### src/rtl/hazard_scheduler_pkg.sv
// Shared definitions for the RV32I hazard scheduler: opcodes, FSM states,
// scoreboard entry layout and operand-use decode.
package hazard_scheduler_pkg;

   localparam logic [6:0] OP_R      = 7'b0110011;
   localparam logic [6:0] OP_I      = 7'b0010011;
   localparam logic [6:0] OP_LOAD   = 7'b0000011;
   localparam logic [6:0] OP_STORE  = 7'b0100011;
   localparam logic [6:0] OP_BRANCH = 7'b1100011;
   localparam logic [6:0] OP_JAL    = 7'b1101111;
   localparam logic [6:0] OP_JALR   = 7'b1100111;
   localparam logic [6:0] OP_LUI    = 7'b0110111;
   localparam logic [6:0] OP_AUIPC  = 7'b0010111;

   localparam int CNT_W = 3;

   typedef enum logic [1:0] {
      HS_RUN   = 2'd0,
      HS_STALL = 2'd1,
      HS_FLUSH = 2'd2
   } hs_state_e;

   typedef struct packed {
      logic       valid;
      logic       is_load;
      logic [4:0] rd;
   } sb_entry_t;

   // bit 0: rs0 is read, bit 1: rs1 is read
   function automatic logic [1:0] src_use(input logic [6:0] op);
      case (op)
         OP_R, OP_BRANCH, OP_STORE: src_use = 2'b11;
         OP_I, OP_LOAD, OP_JALR:    src_use = 2'b01;
         OP_LUI, OP_AUIPC, OP_JAL:  src_use = 2'b00;
         default:                   src_use = 2'b00;
      endcase
   endfunction

endpackage

### src/rtl/hazard_scheduler_if.sv
// Decode/Execute-facing control bundle between the pipeline and the hazard scheduler.
interface hazard_scheduler_if;
   logic       idValid;
   logic [6:0] idOpcode;
   logic [4:0] idRs0;
   logic [4:0] idRs1;
   logic [4:0] idRd;
   logic       exPcWriteEnable;
   logic       fetchStall;
   logic       decodeStall;
   logic       flush;
   logic       hazard;
   logic       issue;

   modport master (
      output idValid, idOpcode, idRs0, idRs1, idRd, exPcWriteEnable,
      input  fetchStall, decodeStall, flush, hazard, issue
   );

   modport slave (
      input  idValid, idOpcode, idRs0, idRs1, idRd, exPcWriteEnable,
      output fetchStall, decodeStall, flush, hazard, issue
   );
endinterface

### src/rtl/hazard_scheduler_scoreboard.sv
// EX/MEM/WB writer scoreboard; shifts every cycle and flags load-use hazards
// between the EX-stage load and the instruction sitting in decode.
module hazard_scoreboard
   import hazard_scheduler_pkg::*;
(
   input  logic            clk,
   input  logic            reset,
   input  logic            issue,
   input  logic            id_valid,
   input  logic [6:0]      id_opcode,
   input  logic [4:0]      id_rs0,
   input  logic [4:0]      id_rs1,
   input  logic [4:0]      id_rd,
   output logic            load_use,
   output sb_entry_t [2:0] sb_watch
);

   sb_entry_t ex_q, ex_d;
   sb_entry_t mem_q, mem_d;
   sb_entry_t wb_q, wb_d;
   logic [1:0] use_v;
   logic       rs0_hit;
   logic       rs1_hit;

   always_comb begin
      ex_d.valid   = issue;
      ex_d.is_load = (id_opcode == OP_LOAD);
      ex_d.rd      = id_rd;
      mem_d        = ex_q;
      wb_d         = mem_q;
      use_v        = src_use(id_opcode);
      rs0_hit      = use_v[0] & (id_rs0 == ex_q.rd);
      rs1_hit      = use_v[1] & (id_rs1 == ex_q.rd);
      // x0 is never a real destination, so it can never create a dependency
      load_use     = ex_q.valid & ex_q.is_load & (ex_q.rd != 5'd0) &
                     id_valid & (rs0_hit | rs1_hit);
   end

   always_ff @(posedge clk or negedge reset) begin
      if (!reset) begin
         ex_q  <= '0;
         mem_q <= '0;
         wb_q  <= '0;
      end else begin
         ex_q  <= ex_d;
         mem_q <= mem_d;
         wb_q  <= wb_d;
      end
   end

   assign sb_watch = {wb_q, mem_q, ex_q};

endmodule

### src/rtl/hazard_scheduler.sv
// Stall/flush sequencing FSM for the 5-stage RV32I pipeline with debug counters.
//   state    | meaning
//   HS_RUN   | normal issue; redirect or load-use detected here (Mealy)
//   HS_STALL | remaining load-use bubble cycles, fetch/decode held
//   HS_FLUSH | remaining flush cycles after a taken redirect
module hazard_scheduler
   import hazard_scheduler_pkg::*;
#(
   parameter int FLUSH_CYCLES   = 2,
   parameter int LOAD_USE_STALL = 1,
   parameter int COUNT_WIDTH    = 32
) (
   input  logic                   clk,
   input  logic                   reset,
   hazard_scheduler_if.slave      pipe,
   output logic [COUNT_WIDTH-1:0] stallCount,
   output logic [COUNT_WIDTH-1:0] flushCount,
   output sb_entry_t [2:0]        sbWatch
);

   // the detection cycle is the first cycle of each window, so the hold
   // states only cover the remaining (N-1) cycles
   localparam logic [CNT_W-1:0] FLUSH_HOLD  = CNT_W'(FLUSH_CYCLES - 2);
   localparam logic [CNT_W-1:0] STALL_HOLD  = CNT_W'(LOAD_USE_STALL - 2);
   localparam bit               FLUSH_MULTI = (FLUSH_CYCLES > 1);
   localparam bit               STALL_MULTI = (LOAD_USE_STALL > 1);

   hs_state_e              state_q, state_d;
   logic [CNT_W-1:0]       cnt_q, cnt_d;
   logic                   hazard_q, hazard_d;
   logic [COUNT_WIDTH-1:0] stall_cnt_q, stall_cnt_d;
   logic [COUNT_WIDTH-1:0] flush_cnt_q, flush_cnt_d;
   logic                   stall_c;
   logic                   flush_c;
   logic                   redirect_c;
   logic                   redirect_ok;
   logic                   issue_c;
   logic                   load_use;

   // a redirect seen while reset is held must not leak out as a flush
   assign redirect_ok = pipe.exPcWriteEnable & reset;

   always_comb begin
      state_d    = state_q;
      cnt_d      = cnt_q;
      stall_c    = 1'b0;
      flush_c    = 1'b0;
      redirect_c = 1'b0;
      case (state_q)
         HS_RUN, HS_STALL: begin
            if (redirect_ok) begin
               flush_c    = 1'b1;
               redirect_c = 1'b1;
               if (FLUSH_MULTI) begin
                  state_d = HS_FLUSH;
                  cnt_d   = FLUSH_HOLD;
               end else begin
                  state_d = HS_RUN;
               end
            end else if (state_q == HS_STALL) begin
               stall_c = 1'b1;
               if (cnt_q == '0) state_d = HS_RUN;
               else             cnt_d   = cnt_q - 1'b1;
            end else if (load_use) begin
               stall_c = 1'b1;
               if (STALL_MULTI) begin
                  state_d = HS_STALL;
                  cnt_d   = STALL_HOLD;
               end
            end
         end
         HS_FLUSH: begin
            flush_c = 1'b1;
            if (cnt_q == '0) state_d = HS_RUN;
            else             cnt_d   = cnt_q - 1'b1;
         end
         default: state_d = HS_RUN;
      endcase

      issue_c     = pipe.idValid & ~stall_c & ~flush_c;
      hazard_d    = stall_c | flush_c;
      stall_cnt_d = stall_cnt_q + {{(COUNT_WIDTH-1){1'b0}}, stall_c};
      flush_cnt_d = flush_cnt_q + {{(COUNT_WIDTH-1){1'b0}}, redirect_c};
   end

   always_ff @(posedge clk or negedge reset) begin
      if (!reset) begin
         state_q     <= HS_RUN;
         cnt_q       <= '0;
         hazard_q    <= 1'b0;
         stall_cnt_q <= '0;
         flush_cnt_q <= '0;
      end else begin
         state_q     <= state_d;
         cnt_q       <= cnt_d;
         hazard_q    <= hazard_d;
         stall_cnt_q <= stall_cnt_d;
         flush_cnt_q <= flush_cnt_d;
      end
   end

   hazard_scoreboard u_scoreboard (
      .clk       (clk),
      .reset     (reset),
      .issue     (issue_c),
      .id_valid  (pipe.idValid),
      .id_opcode (pipe.idOpcode),
      .id_rs0    (pipe.idRs0),
      .id_rs1    (pipe.idRs1),
      .id_rd     (pipe.idRd),
      .load_use  (load_use),
      .sb_watch  (sbWatch)
   );

   assign pipe.fetchStall  = stall_c;
   assign pipe.decodeStall = stall_c;
   assign pipe.flush       = flush_c;
   assign pipe.issue       = issue_c;
   assign pipe.hazard      = hazard_q;
   assign stallCount       = stall_cnt_q;
   assign flushCount       = flush_cnt_q;

endmodule
### src/flat_wrapper.sv
// flat-port wrapper written by rule: the top's interface ports become plain ports
module hazard_scheduler_flat import hazard_scheduler_pkg::*;
#(
   parameter int FLUSH_CYCLES   = 2,
   parameter int LOAD_USE_STALL = 1,
   parameter int COUNT_WIDTH    = 32
)
  (clk, reset, stallCount, flushCount, sbWatch, pipe_idValid, pipe_idOpcode, pipe_idRs0, pipe_idRs1, pipe_idRd, pipe_exPcWriteEnable, pipe_fetchStall, pipe_decodeStall, pipe_flush, pipe_hazard, pipe_issue);
  hazard_scheduler_if pipe_i ();
  input  logic clk;
  input  logic reset;
  output logic [COUNT_WIDTH-1:0] stallCount;
  output logic [COUNT_WIDTH-1:0] flushCount;
  output sb_entry_t [2:0] sbWatch;
  input wire logic [$bits(pipe_i.idValid)-1:0] pipe_idValid;
  input wire logic [$bits(pipe_i.idOpcode)-1:0] pipe_idOpcode;
  input wire logic [$bits(pipe_i.idRs0)-1:0] pipe_idRs0;
  input wire logic [$bits(pipe_i.idRs1)-1:0] pipe_idRs1;
  input wire logic [$bits(pipe_i.idRd)-1:0] pipe_idRd;
  input wire logic [$bits(pipe_i.exPcWriteEnable)-1:0] pipe_exPcWriteEnable;
  output wire logic [$bits(pipe_i.fetchStall)-1:0] pipe_fetchStall;
  output wire logic [$bits(pipe_i.decodeStall)-1:0] pipe_decodeStall;
  output wire logic [$bits(pipe_i.flush)-1:0] pipe_flush;
  output wire logic [$bits(pipe_i.hazard)-1:0] pipe_hazard;
  output wire logic [$bits(pipe_i.issue)-1:0] pipe_issue;
  assign pipe_i.idValid = pipe_idValid;
  assign pipe_i.idOpcode = pipe_idOpcode;
  assign pipe_i.idRs0 = pipe_idRs0;
  assign pipe_i.idRs1 = pipe_idRs1;
  assign pipe_i.idRd = pipe_idRd;
  assign pipe_i.exPcWriteEnable = pipe_exPcWriteEnable;
  assign pipe_fetchStall = pipe_i.fetchStall;
  assign pipe_decodeStall = pipe_i.decodeStall;
  assign pipe_flush = pipe_i.flush;
  assign pipe_hazard = pipe_i.hazard;
  assign pipe_issue = pipe_i.issue;
  hazard_scheduler #(.FLUSH_CYCLES(FLUSH_CYCLES), .LOAD_USE_STALL(LOAD_USE_STALL), .COUNT_WIDTH(COUNT_WIDTH)) u_core (.clk(clk), .reset(reset), .pipe(pipe_i), .stallCount(stallCount), .flushCount(flushCount), .sbWatch(sbWatch));
endmodule
### config.mk
export PLATFORM = sky130hd
export DESIGN_NAME = hazard_scheduler_flat
export DESIGN_NICKNAME = d
export VERILOG_FILES = /design/src/rtl/hazard_scheduler_pkg.sv /design/src/rtl/hazard_scheduler_if.sv /design/src/rtl/hazard_scheduler_scoreboard.sv /design/src/rtl/hazard_scheduler.sv /design/src/flat_wrapper.sv
export SDC_FILE = /design/constraint.sdc
export NUM_CORES = 1
export LEC_CHECK = 0
export BUFFER_PORTS_ARGS = -buffer_cell sky130_fd_sc_hd__buf_2
export CAP_MARGIN = 0
export CELL_PAD_IN_SITES_DETAIL_PLACEMENT = 1
export CELL_PAD_IN_SITES_GLOBAL_PLACEMENT = 1
export CORE_MARGIN = 2
export CORE_UTILIZATION = 43
export DETAILED_ROUTE_END_ITERATION = 8
export GPL_TIMING_DRIVEN = 0
export PLACE_DENSITY_LB_ADDON = 0.1
export SETUP_SLACK_MARGIN = 0.5
export SLEW_MARGIN = 20
export SYNTH_ARGS = -nofsm -noshare
export SYNTH_HDL_FRONTEND = slang
export SYNTH_HIERARCHICAL = 1
export SYNTH_SLANG_ARGS = --single-unit
### constraint.sdc
create_clock -name clk -period 7.4 [get_ports clk]
set_input_delay 1.11 -clock clk [delete_from_list [all_inputs] [get_ports clk]]
set_output_delay 1.11 -clock clk [all_outputs]
set_load 0.01 [all_outputs]
==> run summary, run 1 <==
status: finished clean
syn nets: 362
vias in the first global route: 3036
ys async rst share: 100%
Final setup viols: 0
hold path depth: 0
Arr. time, crit path: 4.23 ns
# IOs: 116
setup TNS: 0 ns
final hold violations: 0
static leakage: 2.52 nW
row cnt: 34
reg2reg path depth: 12
area grow syn2layout: 23.6%
commonest non-fill, non-tap cells in the layout: 114 x buf_2, 91 x dfrtp_1, 43 x xnor2_1, 29 x nand3_1, 29 x xor2_1
Chip Height: 99.9 µm
Initial Util: 44.9%
Die Wd: 99.9 µm
syn_area_per_cell: 12.0 µm²
worst-path fanout max: 5
vias per cell: 5.22
post_cts resized: 0
P_sw: 289 µW
switching share of power: 28.1%
root buf cell: clkbuf_8
most used flip-flop cell after synthesis: dfrtp_1
crit end category: flip-flop
worst r2r dst: u_core/stallCount[28]
post-DP HPWL: 6760 µm
share of the yosys chip area belonging to registers: 57.6%
DR WL/cell: 15.9 µm
TritonCTS clock tree: done
commonest non-fill, non-tap cell in the layout: buf_2
crit path kind: input pin to flip-flop
initial antenna violation count: 0
Die Area: 9970 µm²
DRC: 0
relative slew slack: 28.3%
combinational power share: 14.2%
number of synthesized flops with an enable pin: 0
first-pass GRT wire length: 14900 µm
max-cap viol count: 0
Iter 0 DRT Violations: 90
post-layout minimum cycle time: 3.98 ns
H-tree levels: 3
fin area: 4880 µm²
largest net degree at the start of global routing: 49
Synth cell types: 35
register bit count reported by yosys: 91
clock sink count: 91
Synth Instances: 329
Mapped Area: 3950 µm²
synth warn: 6
pwr/cell area: 210 nW/µm²
RSZ-0062 raised after global routing: no
via count: 2970
Tcrit/Tclk final: 53.7%
Antenna Violating Nets Remaining: 0
hold buffers post-CTS: 0
Num CTS Buffers: 9
Hold Path Class: flip-flop to flip-flop
drt pass-1 iters: 4
WL final: 9060 µm
DP Area: 4700 µm²
Final nets: 489
worst-margin pin slew: 1.07 ns
fmax: 0.252 GHz
worst reg2reg setup slack: 3.78 ns
clock network fraction of total power: 30.8%
worst hold start: u_core/u_scoreboard/sb_watch[7]
All-Layer GR Usage: 18.9%
internal cell power: 739 µW
Final Skew: 0.0159 ns
Antenna diodes: 0
FF-to-FF Start: u_core/u_scoreboard/sb_watch[0]
postcts setup bufs: 0
core region area: 8810 µm²
Slew Viols, Final: 0
required time of the critical path: 7.66 ns
GPL Wtd Cong: 0.773
setup ws final: 3.42 ns
Reg clk slew, reported paths: 0.10 ns
WHS Endpoint: u_core/u_scoreboard/sb_watch[14]
Finished Core Util: 55.5%
register share of total power: 55.0%
CP startpoint kind: input pin
port buffer count: 115
Worst-Skew Late Latency: 0.36 ns
Clock Tree Buf Depth: 2
worst IR drop on VDD: 0.149 mV
grt ovf: 0
Place WS: 3.00 ns
layout cell share with drive strength beyond 1: 33.0%
==> critical path, cell delays in order <==
cell     delay, ns
buf_2         0.10
xor2_1        0.13
nor4_1        0.31
nand4_1       0.15
a21oi_1       0.15
o21ai_0       0.20
inv_1         0.19
ha_1          0.20
ha_1          0.25
nand3_1       0.15
nor4_1        0.89
nand4_1       0.23
xnor2_1       0.17
==> flip-flops by register name (all words and copies together) (netlist names) <==
name and count:
u_core/flushCount 32, u_core/stallCount 32, u_core/u_scoreboard/sb_watch 21, u_core/cnt_q 3, u_core/state_q 2, u_core/pipe.hazard 1
==> power groups by stage <==
stage / registers [mW] / clock network (mW) / logic [mW]
after global placement: 0.574 / 0 / 0.140
after global routing: 0.571 / 0.346 / 0.165
after detailed placement: 0.576 / 0 / 0.149
final: 0.565 / 0.317 / 0.146
after CTS: 0.566 / 0.327 / 0.150
after floorplan: 0.583 / 0 / 0.0685
==> per-layer routing <==
layer,vias to the layer above,track usage [%],wire length (µm)
li1,1407,-,-
met2,90,30.6,4290
met5,-,0,0
met3,10,5.08,598
met4,0,7.27,130
met1,1463,24.6,4040
==> how the worst max path moves through the flow <==
stage	from	endpoint
5_1_grt	pipe_idRs1[0]	u_core/stallCount[28]
3_3_place_gp	reset	u_core/flushCount[26]
3_5_place_dp	pipe_idRs1[0]	u_core/stallCount[28]
4_1_cts	pipe_idRs1[0]	u_core/stallCount[28]
2_1_floorplan	pipe_idRs1[0]	u_core/stallCount[28]
6_report	pipe_idRs1[0]	u_core/stallCount[28]
==> synthesized netlist by cell type (5+ instances only) <==
master   number  area, µm²
and4_1        5       43.8
nand4_1      18        113
nor3_1       12       60.1
ha_1          7       87.6
nor2_1       15       56.3
inv_1         8       30.0
dfrtp_1      91       2280
and3_1        9       56.3
xor2_1       29        254
nand3_1      29        145
nand2_1      24       90.1
xnor2_1      43        377
==> through the flow <==
stage	hold WS, ns	std cells	total power, mW
after detailed placement	0.360	553	0.725
after global routing	0.405	569	1.08
after global placement	0.355	552	0.714
after floorplan	0.416	329	0.651
final	0.381	569	1.03
after CTS	0.387	569	1.04
==> cells by family after synthesis <==
logic type	count (synthesis)	synth area share, %
AOI/OAI and AO/OA	9	1.43
buffers and inverters	11	1.52
DFF	91	57.6
muxes	1	0.253
and+or+nand+nor	138	21.0
adders and majority gates	7	2.22
xor gates and xnor gates	72	16.0
==> layout make-up <==
| class | count | area, µm² |
|---|---|---|
| Inverter | 8 | 30.0 |
| Multi-Input combinational cell | 227 | 1610 |
| Timing Repair Buffer | 116 | 609 |
| Buffer | 3 | 30.0 |
| Sequential cell | 91 | 2280 |
| Fill cell | 987 | 3920 |
| Tap cell | 108 | 135 |
| Clock buffer | 11 | 151 |
| Clock inverter | 5 | 37.5 |
Power figures use the tool's default switching activity.
==> run 2: changes to the inputs <==
ABC_AREA = 1   (was not set)
CORE_UTILIZATION = 35   (was 43)
clock period = 3.4 ns   (was 7.4 ns; I/O delays follow)
==> run summary, run 2 <==
Slew Viols, Final: 0
RSZ-0062 raised after global routing: no
register share of total power: 46.1%
Num CTS Buffers: 9
post-DP HPWL: 10400 µm
vias in the first global route: 4441
Antenna diodes: 0
ys async rst share: 100%
initial antenna violation count: 0
P_sw: 774 µW
Arr. time, crit path: 2.85 ns
Hold Path Class: input pin to async pin
# IOs: 116
required time of the critical path: 3.64 ns
Tcrit/Tclk final: 76.9%
setup ws final: 0.786 ns
register bit count reported by yosys: 91
Final setup viols: 0
commonest non-fill, non-tap cells in the layout: 239 x nand2_1, 114 x buf_2, 91 x nor2_1, 91 x dfrtp_1, 64 x inv_1
hold buffers post-CTS: 0
reg2reg path depth: 18
syn_area_per_cell: 7.81 µm²
drt pass-1 iters: 4
Worst-Skew Late Latency: 0.35 ns
Mapped Area: 4790 µm²
Initial Util: 36.1%
top cells by count, synth: 239 x nand2_1, 91 x dfrtp_1, 91 x nor2_1
Final Skew: 0.00733 ns
root buf cell: clkbuf_16
synth warn: 6
area leader, netlist: dfrtp_1
Synth Instances: 614
Iter 0 DRT Violations: 104
most used flip-flop cell after synthesis: dfrtp_1
placed cells: 906
vias per cell: 4.63
FF-to-FF Start: u_core/u_scoreboard/sb_watch[2]
All-Layer GR Usage: 18.8%
setup TNS: 0 ns
Clock Tree Buf Depth: 2
Antenna Violating Nets Remaining: 0
combinational power share: 15.3%
worst r2r dst: u_core/stallCount[20]
TritonCTS clock tree: done
H-tree levels: 3
DR WL/cell: 14.2 µm
core region area: 13300 µm²
DRC: 0
Hold Worst Slack: 0.0787 ns
worst IR drop on VDD: 0.254 mV
commonest non-fill, non-tap cell in the layout: nand2_1
worst-path fanout max: 5
crit end category: flip-flop
post-synth top area share: 47.5%
Place WS: 0.182 ns
static leakage: 3.14 nW
ranking of synthesized cells by area: dfrtp_1 47%, nand2_1 19%, nor2_1 7.1%
worst-margin pin slew: 0.450 ns
Synth cell types: 25
number of synthesized flops with an enable pin: 0
Total Power: 2.68 mW
Final nets: 774
grt ovf: 0
first-pass GRT wire length: 21700 µm
Reg clk slew, reported paths: 0.07 ns
Die Wd: 121 µm
post-layout minimum cycle time: 2.61 ns
largest net degree at the start of global routing: 48
area grow syn2layout: 23.9%
switching share of power: 28.9%
status: finished clean
relative slew slack: 70.0%
worst reg2reg setup slack: 0.79 ns
layout cell share with drive strength beyond 1: 23.9%
Chip Height: 121 µm
CP startpoint kind: flip-flop
share of the yosys chip area belonging to registers: 47.5%
clock sink count: 91
crit path kind: flip-flop to flip-flop
max-cap viol count: 0
row cnt: 42
GPL Wtd Cong: 0.826
Die Area: 14700 µm²
via count: 4268
port buffer count: 115
postcts setup bufs: 0
fmax: 0.383 GHz
clock network fraction of total power: 38.6%
syn nets: 647
most numerous cell in the Yosys netlist: nand2_1
internal cell power: 1.91 mW
final non-filler cell total: 922
pwr/cell area: 451 nW/µm²
WL final: 13100 µm
final hold violations: 0
-- run 2: routing by layer --
layer / routed length [µm] / vias to the layer above / track usage [%]
met3: 582 / 15 / 3.62
li1: - / 2112 / -
met1: 5830 / 2061 / 24.0
met4: 199 / 0 / 6.40
met5: 0 / - / 0
met2: 6510 / 80 / 31.8
-- run 2: cell type report --
class,instances,area (µm²)
Buffer,1,7.51
Clock buffer,10,239
Clock inverter,6,63.8
Fill cell,1699,7360
Inverter,67,251
Multi-Input combinational cell,455,2270
Sequential cell,91,2280
Tap cell,176,220
Timing Repair Buffer,116,609
-- run 2: how the worst max path moves through the flow --
stage | from | endpoint | slack (ns) | cells after the start
floorplan | pipe_idOpcode[0] | u_core/stallCount[30] | 0.71 | 17
detailed placement | pipe_idOpcode[3] | u_core/stallCount[20] | 0.18 | 19
global placement | reset | u_core/flushCount[22] | -0.52 | 12
CTS | u_core/u_scoreboard/sb_watch[2] | u_core/stallCount[20] | 0.60 | 17
global route | u_core/u_scoreboard/sb_watch[2] | u_core/stallCount[22] | 0.51 | 17
finish | u_core/u_scoreboard/sb_watch[2] | u_core/stallCount[20] | 0.79 | 18
-- run 2: what timing repair did --
action / in CTS / in global routing
cloned: 0 / 0
gates resized for setup: 1 / 1
pin swaps: 0 / 1
endpoints found under the setup margin: 8 / 6
-- run 2: power by group through the flow --
stage / logic, mW / clock network [mW] / registers (mW)
after detailed placement: 0.414 / 0 / 1.25
after CTS: 0.419 / 1.07 / 1.23
after floorplan: 0.220 / 0 / 1.27
after global placement: 0.387 / 0 / 1.25
final: 0.409 / 1.04 / 1.24
after global routing: 0.463 / 1.11 / 1.25
-- run 2: critical path, stage by stage, from the launching register on --
cell and delay, ns:
dfrtp_1 0.42, inv_2 0.09, nand2_1 0.06, nand2_1 0.06, nand2_1 0.05, nor2_1 0.11, nand2_1 0.08, a21oi_2 0.13
nor2_1 0.09, nor3_4 0.22, ha_1 0.22, ha_1 0.22, inv_1 0.11, nor2_4 0.15, nand2_2 0.11, nor2_2 0.19
nand2_1 0.08, nand2_1 0.06, nand2_1 0.05
-- run 2: kinds of logic after synthesis --
logic type	synth area share, %
XOR/XNOR	6.34
buffers and inverters	5.40
flip-flops	47.5
adder cells (fa/ha/maj)	1.83
AO/OA/AOI/OAI	1.04
AND/OR/NAND/NOR	37.9
-- run 2: per-stage QoR --
| step | area (µm²) | utilization [%] |
|---|---|---|
| finish | 5940 | 44.7 |
| global route | 5940 | 44.7 |
| CTS | 5930 | 44.6 |
| detailed placement | 5620 | 42.3 |
| global placement | 5590 | 42.0 |
| floorplan | 4790 | - |
==> run 3: changes to the inputs <==
ABC_AREA = 0   (was 1)
CORE_UTILIZATION = 36   (was 35)
clock period = 2.4 ns   (was 3.4 ns; I/O delays follow)
==> run summary, run 3 (same netlist as run 1, synthesis figures left out) <==
status: complete, but fails checks
failing checks: negative setup slack
DP Area: 4870 µm²
Worst-Skew Late Latency: 0.35 ns
Hold Path Class: input pin to async pin
pwr/cell area: 594 nW/µm²
drt pass-1 iters: 4
RSZ-0062 raised after global routing: yes
final hold violations: 0
port buffer count: 115
Final nets: 530
worst r2r dst: u_core/stallCount[28]
post-DP HPWL: 6890 µm
root buf cell: clkbuf_8
initial antenna violation count: 0
worst-margin pin slew: 0.889 ns
Total Power: 3.47 mW
required time of the critical path: 2.66 ns
Arr. time, crit path: 2.86 ns
fin area: 5840 µm²
Die Area: 11800 µm²
worst IR drop on VDD: 0.333 mV
GPL Wtd Cong: 0.745
vias per cell: 4.92
Chip Height: 109 µm
WL final: 10600 µm
static leakage: 3.09 nW
Final Skew: 0.0134 ns
setup TNS: -2.98 ns
post-layout minimum cycle time: 2.60 ns
Antenna Violating Nets Remaining: 0
Die Wd: 109 µm
met1 Use GR: 24.6%
core region area: 10800 µm²
largest net degree at the start of global routing: 27
All-Layer GR Usage: 18.9%
relative slew slack: 40.3%
GRT Max-Usage Layer: met2
Tcrit/Tclk final: 108%
family with the most delay on the worst path: simple AND/OR/NAND/NOR gates
DRC: 0
commonest non-fill, non-tap cell in the layout: buf_2
vias in the first global route: 3368
via count: 3156
first-pass GRT wire length: 17200 µm
crit end category: flip-flop
Clock Tree Buf Depth: 2
Initial Util: 36.6%
CP startpoint kind: flip-flop
Iter 0 DRT Violations: 103
H-tree levels: 3
row cnt: 38
DR WL/cell: 16.6 µm
area grow syn2layout: 47.7%
Antenna diodes: 0
CP bufs+invs: 3
CP max stage delay: 0.45 ns
setup ws final: -0.200 ns
worst-path fanout max: 5
Num CTS Buffers: 9
cell repeated most along the worst path: ha_4
Slowest cell on crit path: dfrtp_2
max-cap viol count: 0
clock sink count: 91
commonest non-fill, non-tap cells in the layout: 114 x buf_2, 85 x dfrtp_1, 39 x xnor2_1, 29 x xor2_1, 23 x buf_4
# IOs: 116
reg2reg path depth: 14
fmax: 0.385 GHz
crit path kind: flip-flop to flip-flop
worst reg2reg setup slack: -0.20 ns
TritonCTS clock tree: done
crit path cell chain: buf_6, xor2_1, nor3_1, nand3_1, a21oi_2, o21ai_2, inv_2, ha_4, ha_4, nand3_4, nor4_4, buf_4, nand4_1, xnor2_1
grt ovf: 0
Reg clk slew, reported paths: 0.10 ns
FF-to-FF Start: u_core/u_scoreboard/sb_watch[4]
Hold Worst Slack: 0.0533 ns
grt met2 use: 31.2%
Final setup viols: 25
layout cell share with drive strength beyond 1: 47.0%
Slew Viols, Final: 0
met3 Use GR: 5.20%
run 3: changes by cell type in the layout (fill, tap and decap cells not counted), sizes merged, moves of 9 or more:
cell,delta
nand2,-228
nor2,-98
inv,-60
buf,+38
xnor2,+29
nand4,+19
nand3b,-14
nor3,+11
xor2,+10
and3,+9
nand3,+9
nor4,+9
run 3: worst max path at each step:
stage                                    startpoint               endpoint  slack [ns]  cells past startpoint
floorplan           u_core/u_scoreboard/sb_watch[3]  u_core/stallCount[28]        0.06                     12
global placement                              reset  u_core/flushCount[28]       -1.57                      9
detailed placement                    pipe_idRs1[3]  u_core/stallCount[21]       -0.58                     12
CTS                 u_core/u_scoreboard/sb_watch[4]  u_core/stallCount[28]       -0.22                     13
global route        u_core/u_scoreboard/sb_watch[4]  u_core/stallCount[28]       -0.36                     14
finish              u_core/u_scoreboard/sb_watch[4]  u_core/stallCount[28]       -0.20                     14
run 3: cell type report:
| class | instances | area (µm²) |
|---|---|---|
| clock inverters | 3 | 46.3 |
| multi-input cells | 227 | 2010 |
| repair buffers | 157 | 1080 |
| plain buffers | 3 | 38.8 |
| clock buffers | 13 | 169 |
| well taps | 140 | 175 |
| fillers | 1162 | 4960 |
| flip-flops and latches | 91 | 2280 |
| inverters | 8 | 30.0 |
run 3: what timing repair did:
item,in CTS,in global routing
pin swaps,28,22
setup buffers,24,9
cloned,3,0
setup endpoints to repair,62,56
gates resized for setup,29,33
hold buffers,5,0
endpoints found under the hold margin,45,0
run 3: where the power goes:
part / switching (mW) / total (mW) / internal (mW)
clock network: 0.547 / 1.12 / 0.571
registers: 0.111 / 1.76 / 1.65
logic: 0.305 / 0.594 / 0.288
total: 0.963 / 3.47 / 2.50
run 3: per-stage QoR:
| stage | instances | util (%) | setup slack (ns) |
|---|---|---|---|
| after floorplan | 329 | - | 0.0593 |
| after global placement | 584 | 44.8 | -1.57 |
| after detailed placement | 585 | 45.2 | -0.578 |
| after CTS | 633 | 52.0 | -0.225 |
| after global routing | 642 | 54.1 | -0.363 |
| final | 642 | 54.1 | -0.200 |
run 3: routing by layer:
layer,share of wire (%),up-vias
met5,0,-
met4,1.3,0
met3,5.3,9
met2,51,78
met1,43,1584
li1,-,1485
